`src/rtl/pwr_wd_pkg.sv`:
```
// Shared types and constants for the N-channel power watchdog.
// Channel states, LED source selection and the supported channel limit.
package pwr_wd_pkg;

  localparam int N_CH_MAX = 8;

  typedef enum logic [2:0] {
    ST_OFF     = 3'd0,
    ST_ON      = 3'd1,
    ST_WARN    = 3'd2,
    ST_TRIP    = 3'd3,
    ST_LATCHED = 3'd4
  } ch_state_e;

  localparam logic [1:0] LED_DARK   = 2'd0;
  localparam logic [1:0] LED_STEADY = 2'd1;
  localparam logic [1:0] LED_FAST   = 2'd2;
  localparam logic [1:0] LED_SLOW   = 2'd3;

  // Which pattern a channel LED shows in a given state
  function automatic logic [1:0] led_source(input ch_state_e st);
    case (st)
      ST_ON:               return LED_STEADY;
      ST_WARN:             return LED_FAST;
      ST_TRIP, ST_LATCHED: return LED_SLOW;
      default:             return LED_DARK;
    endcase
  endfunction

endpackage

```
`src/rtl/pwr_wd_channel.sv`:
```
// One supervised supply channel: overload synchroniser, over-current
// timeout FSM and status LED register.
import pwr_wd_pkg::*;

module pwr_wd_channel #(
  parameter int TMR_W = 8
) (
  input  logic             clk,
  input  logic             rst_n,
  input  logic             tick,
  input  logic             blink_fast,
  input  logic             blink_slow,
  input  logic             relay_req,
  input  logic             ch_en,
  input  logic             overload_n,
  input  logic [TMR_W-1:0] preload,
  input  logic             fault_clr,
  input  logic             alert,
  output logic             tripped,
  output logic             led
);

  logic [1:0]       ovl_sync;
  logic             ovl;
  ch_state_e        state;
  logic [TMR_W-1:0] cnt;

  // Comparator output is asynchronous; reset value means "no overload"
  always_ff @(posedge clk or negedge rst_n) begin
    if (!rst_n) begin
      ovl_sync <= 2'b11;
    end else begin
      ovl_sync <= {ovl_sync[0], overload_n};
    end
  end

  assign ovl     = ~ovl_sync[1];
  assign tripped = (state == ST_TRIP);

  always_ff @(posedge clk or negedge rst_n) begin
    if (!rst_n) begin
      state <= ST_OFF;
      cnt   <= '1;
      led   <= 1'b0;
    end else begin
      case (led_source(state))
        LED_STEADY: led <= ~alert;
        LED_FAST:   led <= blink_fast;
        LED_SLOW:   led <= blink_slow;
        default:    led <= 1'b0;
      endcase

      // A clear pulse releases a tripped channel ahead of anything else
      if (fault_clr && (state == ST_TRIP || state == ST_LATCHED)) begin
        state <= ST_OFF;
      end else begin
        case (state)
          ST_OFF: begin
            if (relay_req) begin
              if (ovl && ch_en) begin
                state <= ST_WARN;
                cnt   <= preload;
              end else begin
                state <= ST_ON;
              end
            end
          end
          ST_ON: begin
            if (!relay_req) begin
              state <= ST_OFF;
            end else if (ovl && ch_en) begin
              state <= ST_WARN;
              cnt   <= preload;
            end
          end
          // Overload release outranks a coincident tick, so no trip then
          ST_WARN: begin
            if (!relay_req) begin
              state <= ST_OFF;
            end else if (!ovl || !ch_en) begin
              state <= ST_ON;
            end else if (tick) begin
              if (cnt == '0) begin
                state <= ST_TRIP;
              end else begin
                cnt <= cnt - 1'b1;
              end
            end
          end
          ST_TRIP: begin
            if (!relay_req) begin
              state <= ST_LATCHED;
            end
          end
          ST_LATCHED: begin
            state <= ST_LATCHED;
          end
          default: begin
            state <= ST_OFF;
          end
        endcase
      end
    end
  end

endmodule

```
`src/rtl/pwr_watchdog_nch.sv`:
```
// Top of the N-channel power watchdog: channel array, emergency-off
// synchroniser, alert, relay output register and sticky trip flags.
import pwr_wd_pkg::*;

module pwr_watchdog_nch #(
  parameter int N_CH  = 3,
  parameter int TMR_W = 8
) (
  input  logic                  clk,
  input  logic                  RESET,
  input  logic                  tick,
  input  logic                  blink_fast,
  input  logic                  blink_slow,
  input  logic [N_CH-1:0]       relay_req,
  input  logic                  gnd_req,
  input  logic [N_CH-1:0]       ch_en,
  input  logic [N_CH-1:0]       overload_n,
  input  logic [N_CH*TMR_W-1:0] tmo_preload,
  input  logic                  emrgcy_off,
  input  logic                  fault_clr,
  output logic [N_CH-1:0]       pwr,
  output logic                  pwr_gnd,
  output logic [N_CH-1:0]       led,
  output logic [N_CH-1:0]       trip_flags,
  output logic                  uut_pwr_fail
);

  logic [1:0]      emrg_sync;
  logic            emrg;
  logic [N_CH-1:0] in_trip;
  logic            alert;

  always_ff @(posedge clk or negedge RESET) begin
    if (!RESET) begin
      emrg_sync <= 2'b00;
    end else begin
      emrg_sync <= {emrg_sync[0], emrgcy_off};
    end
  end

  assign emrg  = emrg_sync[1];
  assign alert = (|in_trip) | emrg;

  // Channels past the supported maximum are tied off and never trip
  for (genvar i = 0; i < N_CH; i++) begin : g_ch
    if (i < N_CH_MAX) begin : g_live
      pwr_wd_channel #(
        .TMR_W(TMR_W)
      ) u_ch (
        .clk       (clk),
        .rst_n     (RESET),
        .tick      (tick),
        .blink_fast(blink_fast),
        .blink_slow(blink_slow),
        .relay_req (relay_req[i]),
        .ch_en     (ch_en[i]),
        .overload_n(overload_n[i]),
        .preload   (tmo_preload[i*TMR_W +: TMR_W]),
        .fault_clr (fault_clr),
        .alert     (alert),
        .tripped   (in_trip[i]),
        .led       (led[i])
      );
    end else begin : g_tie
      assign in_trip[i] = 1'b0;
      assign led[i]     = 1'b0;
    end
  end

  // Any alert drops every relay; a clear pulse wins over a fresh trip
  always_ff @(posedge clk or negedge RESET) begin
    if (!RESET) begin
      pwr          <= '0;
      pwr_gnd      <= 1'b0;
      uut_pwr_fail <= 1'b0;
      trip_flags   <= '0;
    end else begin
      pwr          <= alert ? '0 : relay_req;
      pwr_gnd      <= ~alert & gnd_req;
      uut_pwr_fail <= alert;
      trip_flags   <= fault_clr ? '0 : (trip_flags | in_trip);
    end
  end

endmodule

```
`config.mk`:
```
export PLATFORM = sky130hd
export DESIGN_NAME = pwr_watchdog_nch
export DESIGN_NICKNAME = d
export VERILOG_FILES = /design/src/rtl/pwr_wd_pkg.sv /design/src/rtl/pwr_wd_channel.sv /design/src/rtl/pwr_watchdog_nch.sv
export SDC_FILE = /design/constraint.sdc
export NUM_CORES = 1
export LEC_CHECK = 0
export CAP_MARGIN = 10
export CELL_PAD_IN_SITES_DETAIL_PLACEMENT = 0
export CELL_PAD_IN_SITES_GLOBAL_PLACEMENT = 1
export CORE_UTILIZATION = 41
export CTS_BUF_LIST = sky130_fd_sc_hd__clkbuf_16
export CTS_CLUSTER_DIAMETER = 80
export DETAILED_ROUTE_END_ITERATION = 10
export PLACE_DENSITY_LB_ADDON = 0.12
export SYNTH_ARGS = -nofsm -noshare
export SYNTH_HDL_FRONTEND = slang
export SYNTH_SLANG_ARGS = --single-unit
```
`constraint.sdc`:
```
create_clock -name clk -period 2.43 [get_ports clk]
set_input_delay 0.486 -clock clk [delete_from_list [all_inputs] [get_ports clk]]
set_output_delay 0.486 -clock clk [all_outputs]
set_load 0.005 [all_outputs]
```
# After elaboration in Yosys (flattened, before gate mapping)
# Cells that the tools add are included.
# word_totals
register_bits	52
inputBits	41
out_inout_bits	11
elab_cells	183
# op_classes
addsub	3
n_eq_ne	54
muxes	62
n_bitwise	10
n_reduce_logical	37
# ops
operator	n
2-to-1 mux 8 bit	18
2-to-1 mux 3 bit	29
one-hot mux 8 bit (2 select lines)	3
one-hot mux 3 bit (5 select lines)	3
zero test 8 bit	3
!= test 2 bit, second input constant	12
AND reduction 8 bit	3
subtractor 8 x 1 -> 8 bit, second input constant	3
equality test 3 x 2 -> 1 bit, second input constant	6
one-hot mux 2 bit (3 select lines)	3
!= test 5 x 2 -> 1 bit, second input constant	3
!= test 5 x 3 -> 1 bit, second input constant	3
AND reduction 5 bit	3
equality test 2 bit, second input constant	6
!= test 2 x 1 -> 1 bit, second input constant	6
!= test 4 x 2 -> 1 bit, second input constant	3
OR reduction 2 bit	6
equality test 3 x 1 -> 1 bit, second input constant	3
equality test 3 bit, second input constant	3
zero test 3 bit	3
!= test 3 x 2 -> 1 bit, second input constant	3
!= test 3 bit, second input constant	3
one-hot mux 1 bit (3 select lines)	3
inverter 1 bit	7
other kinds (10)	28

# Logic depth before layout (Yosys ltp)
# Gate-level depths: netlist of the first run.
# depth
depth_word	7
depth_mapped	7
mapped_depth_nobuf	6

# Modules after synthesis
# Synthesis of the first run repeated with hierarchy kept, for this count alone.
# unflattened
hier_cells	340
area_unflattened_um2	3240.6
# by_module_without_submodules
module	n_inst	cells_each	area_each_um2	seq_area_each_um2
pwr_wd_channel at g_ch[1].g_live.u_ch	1	106	992.2	362.8
pwr_wd_channel at g_ch[2].g_live.u_ch	1	106	980.9	362.8
pwr_wd_channel at g_ch[0].g_live.u_ch	1	106	953.4	362.8
pwr_watchdog_nch	1	22	314.1	250.2

# Worst setup path before layout of the first run
# Ideal clock, no wire load.
# synth_path
kind	reg2reg
startpoint	register g_ch[0].g_live.u_ch.cnt[0]
endpoint	register g_ch[0].g_live.u_ch.cnt[1]
setup_ns	0.082
t_arrival_ns	1.624
required_time_ns	2.348
path_slack_ns	0.723
path_stages_with_launch	7
n_path_buf	0
synth_period_minus_slack_ns	1.707
path_cell_list	dfstp_2 > inv_1 > ha_1 > nor4b_2 > a21o_1 > a21oi_1 > mux2_2
# synth_between
elab_chain_cells	6
elab_cells_between_ends	9
cone_classes	1 x add/sub; 1 x eq/ne; 5 x mux; 2 x reduce/logical
# synth_lines
element	line_no	source
from (decl)	pwr_wd_channel.sv:26	logic [TMR_W-1:0] cnt;
from (signal assigned)	pwr_wd_channel.sv:62	cnt <= preload;
from (signal assigned)	pwr_wd_channel.sv:73	cnt <= preload;
from (signal assigned)	pwr_wd_channel.sv:86	cnt <= cnt - 1'b1;
subtractor 8 x 1 -> 8 bit	pwr_wd_channel.sv:86	
2-to-1 mux 8 bit	pwr_wd_channel.sv:83	if (cnt == '0) begin
2-to-1 mux 8 bit	pwr_wd_channel.sv:82	end else if (tick) begin
2-to-1 mux 8 bit	pwr_wd_channel.sv:80	end else if (!ovl || !ch_en) begin
2-to-1 mux 8 bit	pwr_wd_channel.sv:78	if (!relay_req) begin
one-hot mux 8 bit (2 select lines)	pwr_wd_channel.sv:57	case (state)
# Several ways; a longest one is shown, not always the timed one. The select of a mux whose other input is x is not followed.
# A chain may end at the register's enable or synchronous reset.

# Worst setup path after layout of the first run
# Ends and elaborated chain as after synthesis.

==> impl_results.md, run 1 <==
* Status: finished clean
* Comb power frac at 0.214
* Fill cells at ~680
* Multi-input gate area at around 1600 sq um
* Clock share of power at 0.312
* RePlAce Congestion at 0.776
* Largest net degree at the start of global routing at 28
* Root Buffer: clkbuf_16
* I/O pin total at 52
* Slew of the pin with the lowest slew margin at approximately 0.61 ns
* Dpl hpwl at about 4900 microns
* Worst Setup End Kind: register
* Mapped cell area at approximately 3000 sq um
* #FFs+latches synth at 52
* Power Internal at 1.84 mW
* Flop pwr share at 0.474
* Cell Rows at 31
* Routed wire length at 6820 microns
* Vias/cell at ~5.6
* Post-CTS setup buffers at 0
* RSZ-0062 raised after global routing: no
* Register area at 1340 sq um
* Final worst-path cycle share at 0.761
* Post-synthesis xor/xnor area fraction at 0
* Port Buffer Count at 51
* Core area at 7250 sq um
* Post-Synth Adder-Cell Area at 0.0244
* Sequential share of the synthesized area at 0.435
* Post-route cell area at roughly 3800 sq um
* Worst vdd ir at about 0.29 mV
* EDFF count, synth at 0
* Area Overhead vs Synth at 24.3%
* H-Tree Level Count at 2
* Share of cells above drive strength 1 at 0.181
* Post-Syn Instances at about 320
* Num CTS Buffers at 5
* CTS tree: yes
* Die area at roughly 8000 sq um
* Max Fclk at 0.541 GHz
* Sw power at approximately 0.75 mW
* Sw Ratio at 0.288
* Most used DFF post-synth: dfstp_2
* GRT Total Usage at 0.191
* Setup TNS at 0 ns
* Yosys synthesis warning count at 0
* WS Path Type: reg -> reg
* Drt drc at 0
* Most frequent cells in the layout: 50 x clkdlybuf4s50_1, 30 x nor2_1, 30 x dfstp_2
* Effective utilization at floorplan at 0.425
* Clock insertion delay at the later pin of the skew report at ~0.29 ns
* Area share of and/or/nand/nor cells after synthesis at 0.232
* Nets at between 400 and 500
* MaxCap Viol Count at 0
* Initial antenna violation count at 0
* Final hold vios at 0
* First DRT Iteration DRCs at 99
* Cts hold-fix bufs at 0
* CP arrival at between 2 and 2.5 ns
* Critical Path Start Type: register
* Synth async-reset ratio at 1.00
* Largest family of logic cells by synthesized area: simple AND/OR/NAND/NOR gates
* Clock sink count at 52
* Post-CTS sizing at 0
* Commonest non-fill, non-tap cell in the layout: clkdlybuf4s50_1
* CP Data Required Time at roughly 2.6 ns
* Vias in the first global route at 2469
* Avg Inst Size Synth at 9.69 sq um
* DP Area at roughly 3700 sq um
* Distinct cells, synth at 60
* Clk slew on worst S/H paths at around 0.070 ns
* Chip height at between 80 and 90 microns
* First-pass GRT wire length at ~12000 microns
* Die W at roughly 90 microns
* Max Slew Vio Count at 0
* Final setup fails at 0
* Worst Skew at 0.00999 ns
* Complex-gate fraction of the synthesized area at 0.232
* Crit-path max FO at 4
* Minimum clock period at roughly 1.8 ns
* Wire per inst at roughly 15 microns
* DR vias at between 2000 and 3000
* PD cells at approximately 680 nW/um^2
* N_diodes at 0
* Max clock buf depth at 2
* Slew headroom at 0.587
* Post-synthesis mux area share at 0.0191
* P_leak at between 1.5 and 2 nW
* Post-route ant nets at 0
* Worst Hold Class: in -> async
* Initial DRT Pass Iterations at 4
* GRT overflow at 0
* Syn_nets at ~370
per-stage QoR:
stage / power [mW] / std cells / util / hold slack, ns / setup slack (ns)
after floorplan: 1.58 / 318 / - / 0.190 / 0.723
after global routing: 2.74 / 464 / 0.528 / 0.242 / 0.453
after CTS: 2.62 / 464 / 0.528 / 0.222 / 0.582
final: 2.59 / 464 / 0.528 / 0.199 / 0.582
after global placement: 1.79 / 456 / 0.505 / 0.338 / 0.323
after detailed placement: 1.80 / 456 / 0.505 / 0.341 / 0.289
Yosys cell counts, types with 2 or more instances:
cell type  number  area share
nor3_1          7       0.011
nand3_1        11       0.018
o2bb2ai_1       6       0.017
nand2_1        15       0.018
buf_4           4      0.0097
buf_2          12       0.019
inv_1          16       0.019
dfstp_2        30        0.26
o211a_1         2      0.0065
nor2b_1         2      0.0041
dfrtp_1        22        0.18
a211oi_1        9       0.022
o21ai_0        25       0.041
ha_1            6       0.024
a31o_2          2      0.0057
a21o_1          3      0.0073
o211ai_1        5       0.012
a22oi_1         4      0.0097
a311o_1         2      0.0065
a2bb2oi_1       5       0.014
or3b_1          3      0.0085
mux2_2          3       0.011
and2_1          6       0.012
nand2b_1        7       0.014
buf_6           2      0.0073
nor4_4          2       0.014
nor3b_1         6       0.015
nor4_1          4      0.0081
a31oi_1         9       0.018
and3b_1         4       0.011
o22ai_1         4      0.0081
nand4_1         4      0.0081
clkbuf_1        2      0.0024
nor2_1         30       0.037
a21oi_1        18       0.029
nor3b_2         2      0.0081
per-layer routing:
metal  global-route usage  vias to the layer above  routed length, microns
li1                     -                     1279                       -
met1                0.265                     1264                    3280
met2                0.306                       55                    3190
met3               0.0326                        5                     275
met4               0.0528                        0                      68
met5                    0                        -                       0
sequential cells by signal, indices dropped and copies added (netlist names):
| signal | count |
|---|---|
| g_ch.g_live.u_ch.ovl_sync | 6 |
| pwr | 3 |
| g_ch.g_live.u_ch.led | 3 |
| g_ch.g_live.u_ch.state | 9 |
| uut_pwr_fail | 1 |
| pwr_gnd | 1 |
| emrg_sync | 2 |
| g_ch.g_live.u_ch.cnt | 24 |
| trip_flags | 3 |
worst max-delay path: stages, from the launching register on:
cell	delay [ns]
dfstp_2	0.54
inv_1	0.07
ha_1	0.19
nor4b_2	0.18
a21o_1	0.22
a21oi_1	0.22
mux2_2	0.36
power groups by stage:
| stage | Combinational [mW] | Clock [mW] | Sequential [mW] |
|---|---|---|---|
| floorplan | 0.395 | 0 | 1.18 |
| global placement | 0.552 | 0 | 1.24 |
| detailed placement | 0.559 | 0 | 1.24 |
| CTS | 0.559 | 0.832 | 1.23 |
| global route | 0.627 | 0.863 | 1.25 |
| finish | 0.554 | 0.809 | 1.23 |
cell type report:
type,count,area share
sequential,52,0.350
clock buffer,5,0.0327
timing repair buffer,59,0.151
tap,99,0.0323
clock inverter,3,0.0111
multi-input combinational,230,0.408
inverter,16,0.0157
worst paths after layout:
kind | start | cells after the start | to | slack [ns]
setup / recovery | g_ch[0].g_live.u_ch.cnt[0] | 6 | g_ch[0].g_live.u_ch.cnt[1] | 0.58
hold reg to reg | emrg_sync[0] | 0 | emrg_sync[1] | 0.36
min in group clk | emrg_sync[0] | 0 | emrg_sync[1] | 0.36
setup reg to reg | g_ch[0].g_live.u_ch.cnt[0] | 6 | g_ch[0].g_live.u_ch.cnt[1] | 0.58
hold / removal | RESET | 1 | pwr_gnd | 0.20
max in group asynchronous | RESET | 2 | g_ch[1].g_live.u_ch.cnt[1] | 1.60
logic make-up after synthesis:
logic type               Yosys count
AND/OR/NAND/NOR                  115
AO/OA/AOI/OAI                    104
flip-flops                        52
buffers and inverters             36
adder cells (fa/ha/maj)            6
multiplexers                       5
No activity file was read; power rests on OpenSTA's default activity.
==> run 2: changes to the inputs <==
--- a/config.mk
+++ b/config.mk
@@ -8,7 +8,7 @@
 export CAP_MARGIN = 10
 export CELL_PAD_IN_SITES_DETAIL_PLACEMENT = 0
 export CELL_PAD_IN_SITES_GLOBAL_PLACEMENT = 1
-export CORE_UTILIZATION = 41
+export CORE_UTILIZATION = 37
 export CTS_BUF_LIST = sky130_fd_sc_hd__clkbuf_16
 export CTS_CLUSTER_DIAMETER = 80
 export DETAILED_ROUTE_END_ITERATION = 10
==> constraint.sdc (replaced) <==
create_clock -name clk -period 1.6 [get_ports clk]
set_input_delay 0.32 -clock clk [delete_from_list [all_inputs] [get_ports clk]]
set_output_delay 0.32 -clock clk [all_outputs]
set_load 0.005 [all_outputs]
==> run 2 against run 1 <==
  * The run now ends with setup timing left
  * Die area increased by 11%
  * Total power rose by 70%
  * First-iteration DRC count down 31%
  * Non-clock buffer count grew 53
  * Clock-buffer cell count stayed put
  * Sequential cell count unchanged
  * Design area increased by 16%
  * Global-route usage fell by 1.5 points
  * Sequential share of layout area fell by 4.8 points
  * Register-to-register slack worse by 0.60 ns
==> impl_results.md, run 2 (synthesis gave the netlist of run 1 again) <==
* Hold Slack at 0.0125 ns (-0.186 ns)
* CP arrival at 1.84 ns (-0.22 ns)
* Failing checks: setup timing
* Slowest-stage cell, CP: dfstp_2
* Cells along the critical path: inv_2, ha_4, nor4b_4, a21o_1, a21oi_2, mux2_4
* Cell Rows at 32 (+3.2%)
* WS Path Type: reg -> reg
* Cts hold-fix bufs at 0 (unchanged)
* Root Buffer: clkbuf_16
* CTS tree: yes
* Critical Path Start Type: register
* PD cells at 991 nW/um^2 (+47%)
* Max clock buf depth at 2 (unchanged)
* Minimum clock period at 1.62 ns (-0.232 ns)
* Clock sink count at 52 (unchanged)
* Status: complete, but fails checks
* GRT Total Usage at 0.176 (-0.0151)
* Final setup fails at 1 (+1)
* Clock share of power at 0.286 (-0.026)
* Die area at 8690 sq um (+11%)
* Fill cells at 727 (+6.4%)
* Slowest stage delay, CP at 0.54 ns (about the same)
* First DRT Iteration DRCs at 68 (-31%)
* Effective utilization at floorplan at 0.391 (-0.0342)
* Power Internal at 3.10 mW (+68%)
* CP Data Required Time at 1.82 ns (-0.82 ns)
* Clock insertion delay at the later pin of the skew report at 0.29 ns (about the same)
* Port Buffer Count at 51 (unchanged)
* Post-route ant nets at 0 (unchanged)
* Vias in the first global route at 2606 (+5.5%)
* Worst Hold Class: in -> async
* Area Overhead vs Synth at 44.3%
* Sw power at 1.30 mW (+74%)
* Worst Skew at 0.00521 ns (-0.00478 ns)
* RSZ-0062 raised after global routing: yes
* Flop pwr share at 0.417 (-0.057)
* Worst Setup End Kind: register
* Fin worst setup slack at -0.0167 ns (-0.598 ns)
* P_leak at 1.83 nW (+20%)
* Num CTS Buffers at 5 (unchanged)
* DR vias at 2783 (+6.9%)
* GRT overflow at 0 (unchanged)
* Clk slew on worst S/H paths at 0.07 ns (about the same)
* CP bufs+invs at 1 (unchanged)
* Slew of the pin with the lowest slew margin at 0.365 ns (-0.250 ns)
* Largest net degree at the start of global routing at 53 (+89%)
* Slew headroom at 0.755 (+0.168)
* DP Area at 4050 sq um (+11%)
* Nets at 464 (+13%)
* Dpl hpwl at 5300 microns (+8.2%)
* Commonest non-fill, non-tap cell in the layout: buf_4
* First-pass GRT wire length at 12200 microns (+4.7%)
* Die W at 93.2 microns (+5.1%)
* Routed wire length at 7460 microns (+9.5%)
* Share of cells above drive strength 1 at 0.364 (+0.183)
* Most frequent cells in the layout: 57 x buf_4, 48 x clkdlybuf4s50_1, 30 x nor2_1, 30 x dfstp_2, 23 x o21ai_0
* Vias/cell at 5.35 (-4.6%)
* Max FFs per register at 24 (unchanged)
* Wire per inst at 14.4 microns (-2.3%)
* Sw Ratio at 0.296 (+0.00712)
* Post-route cell area at 4440 sq um (+16%)
* RePlAce Congestion at 0.795 (+2.5%)
* Crit-path max FO at 3 (-1)
* Comb power frac at 0.298 (+0.084)
* H-Tree Level Count at 2 (unchanged)
* Initial antenna violation count at 0 (unchanged)
* Max Slew Vio Count at 0 (unchanged)
* Core area at 7890 sq um (+8.7%)
* Crit-path leading delay family: flip-flops
* Multi-input gate area at 1750 sq um (+12%)
* Final worst-path cycle share at 1.01 (+0.250)
* I/O pin total at 52 (unchanged)
* Largest register by flop count: g_ch.g_live.u_ch.cnt
* Drt drc at 0 (unchanged)
* Max Fclk at 0.619 GHz (+14%)
* Util after Layout at 0.563 (+0.0354)
* Final hold vios at 0 (unchanged)
* MaxCap Viol Count at 0 (unchanged)
* Biggest regs: g_ch.g_live.u_ch.cnt: 24 flops, g_ch.g_live.u_ch.state: 9 flops, g_ch.g_live.u_ch.ovl_sync: 6 flops
* Initial DRT Pass Iterations at 4 (unchanged)
* Register area at 1340 sq um (about the same)
* Place WS at -0.457 ns (-0.746 ns)
* N_diodes at 0 (unchanged)
* Final Power at 4.40 mW (+70%)
* Chip height at 93.2 microns (+5.1%)
* Worst vdd ir at 0.446 mV (+57%)
[run 2: cell types whose count changed in the layout (fill, tap and decap cells not counted), moves of 3 or more]
cell,before,now
buf_4,7,57
a211oi_2,0,5
ha_1,6,2
inv_1,17,11
a211oi_1,9,4
o22ai_1,4,1
inv_2,0,5
o22ai_2,0,3
[run 2: worst reg2reg max path, delay by kind of cell, from the launching register on]
family	cells	cell delay (ns)
buffers and inverters	1	0.06
muxes	1	0.31
AOI/OAI and AO/OA	2	0.37
and+or+nand+nor	1	0.13
adders and majority gates	1	0.15
DFF	1	0.54
[run 2: worst paths after layout]
kind	start	slack, ns	cells after the start	endpoint
max	g_ch[0].g_live.u_ch.cnt[0]	-0.02	6	g_ch[0].g_live.u_ch.cnt[1]
min	RESET	0.01	2	uut_pwr_fail
max reg2reg	g_ch[0].g_live.u_ch.cnt[0]	-0.02	6	g_ch[0].g_live.u_ch.cnt[1]
min reg2reg	emrg_sync[0]	0.36	0	emrg_sync[1]
max in group asynchronous	RESET	1.29	2	g_ch[1].g_live.u_ch.cnt[5]
min in group clk	emrg_sync[0]	0.36	0	emrg_sync[1]
[run 2: per-stage QoR]
stage,setup TNS [ns],std cells
final,-0.0167,520
after global routing,-0.407,520
after CTS,-0.0810,514
after detailed placement,-6.15,505
after global placement,-5.64,505
after floorplan,-0.0791,318
[run 2: power groups by stage]
stage	combinational, mW	clock [mW]	sequential (mW)
floorplan	0.620	0	1.80
global placement	1.13	0	1.83
detailed placement	1.14	0	1.83
CTS	1.20	1.29	1.82
global route	1.44	1.35	1.87
finish	1.31	1.26	1.83
[run 2: repair_timing]
action | in CTS | in global routing
setup buffers | 1 | 6
pin swaps | 4 | 12
setup endpoints to repair | 20 | 26
gates resized for setup | 12 | 31
[run 2: cell type report]
| cell class | instances | area share |
|---|---|---|
| well taps | 102 | 0.0287 |
| repair buffers | 112 | 0.224 |
| multi-input cells | 230 | 0.393 |
| clock inverters | 3 | 0.0107 |
| inverters | 16 | 0.0135 |
| clock buffers | 5 | 0.0282 |
| flip-flops and latches | 52 | 0.302 |
[run 2: routing by layer]
metal / global-route usage / vias to the layer above / part of all wire / routed length (microns)
li1: - / 1376 / - / -
met1: 0.233 / 1341 / 0.48 / 3550
met2: 0.300 / 62 / 0.48 / 3600
met3: 0.0285 / 4 / 0.034 / 252
met4: 0.0397 / 0 / 0.0076 / 57
met5: 0 / - / 0 / 0
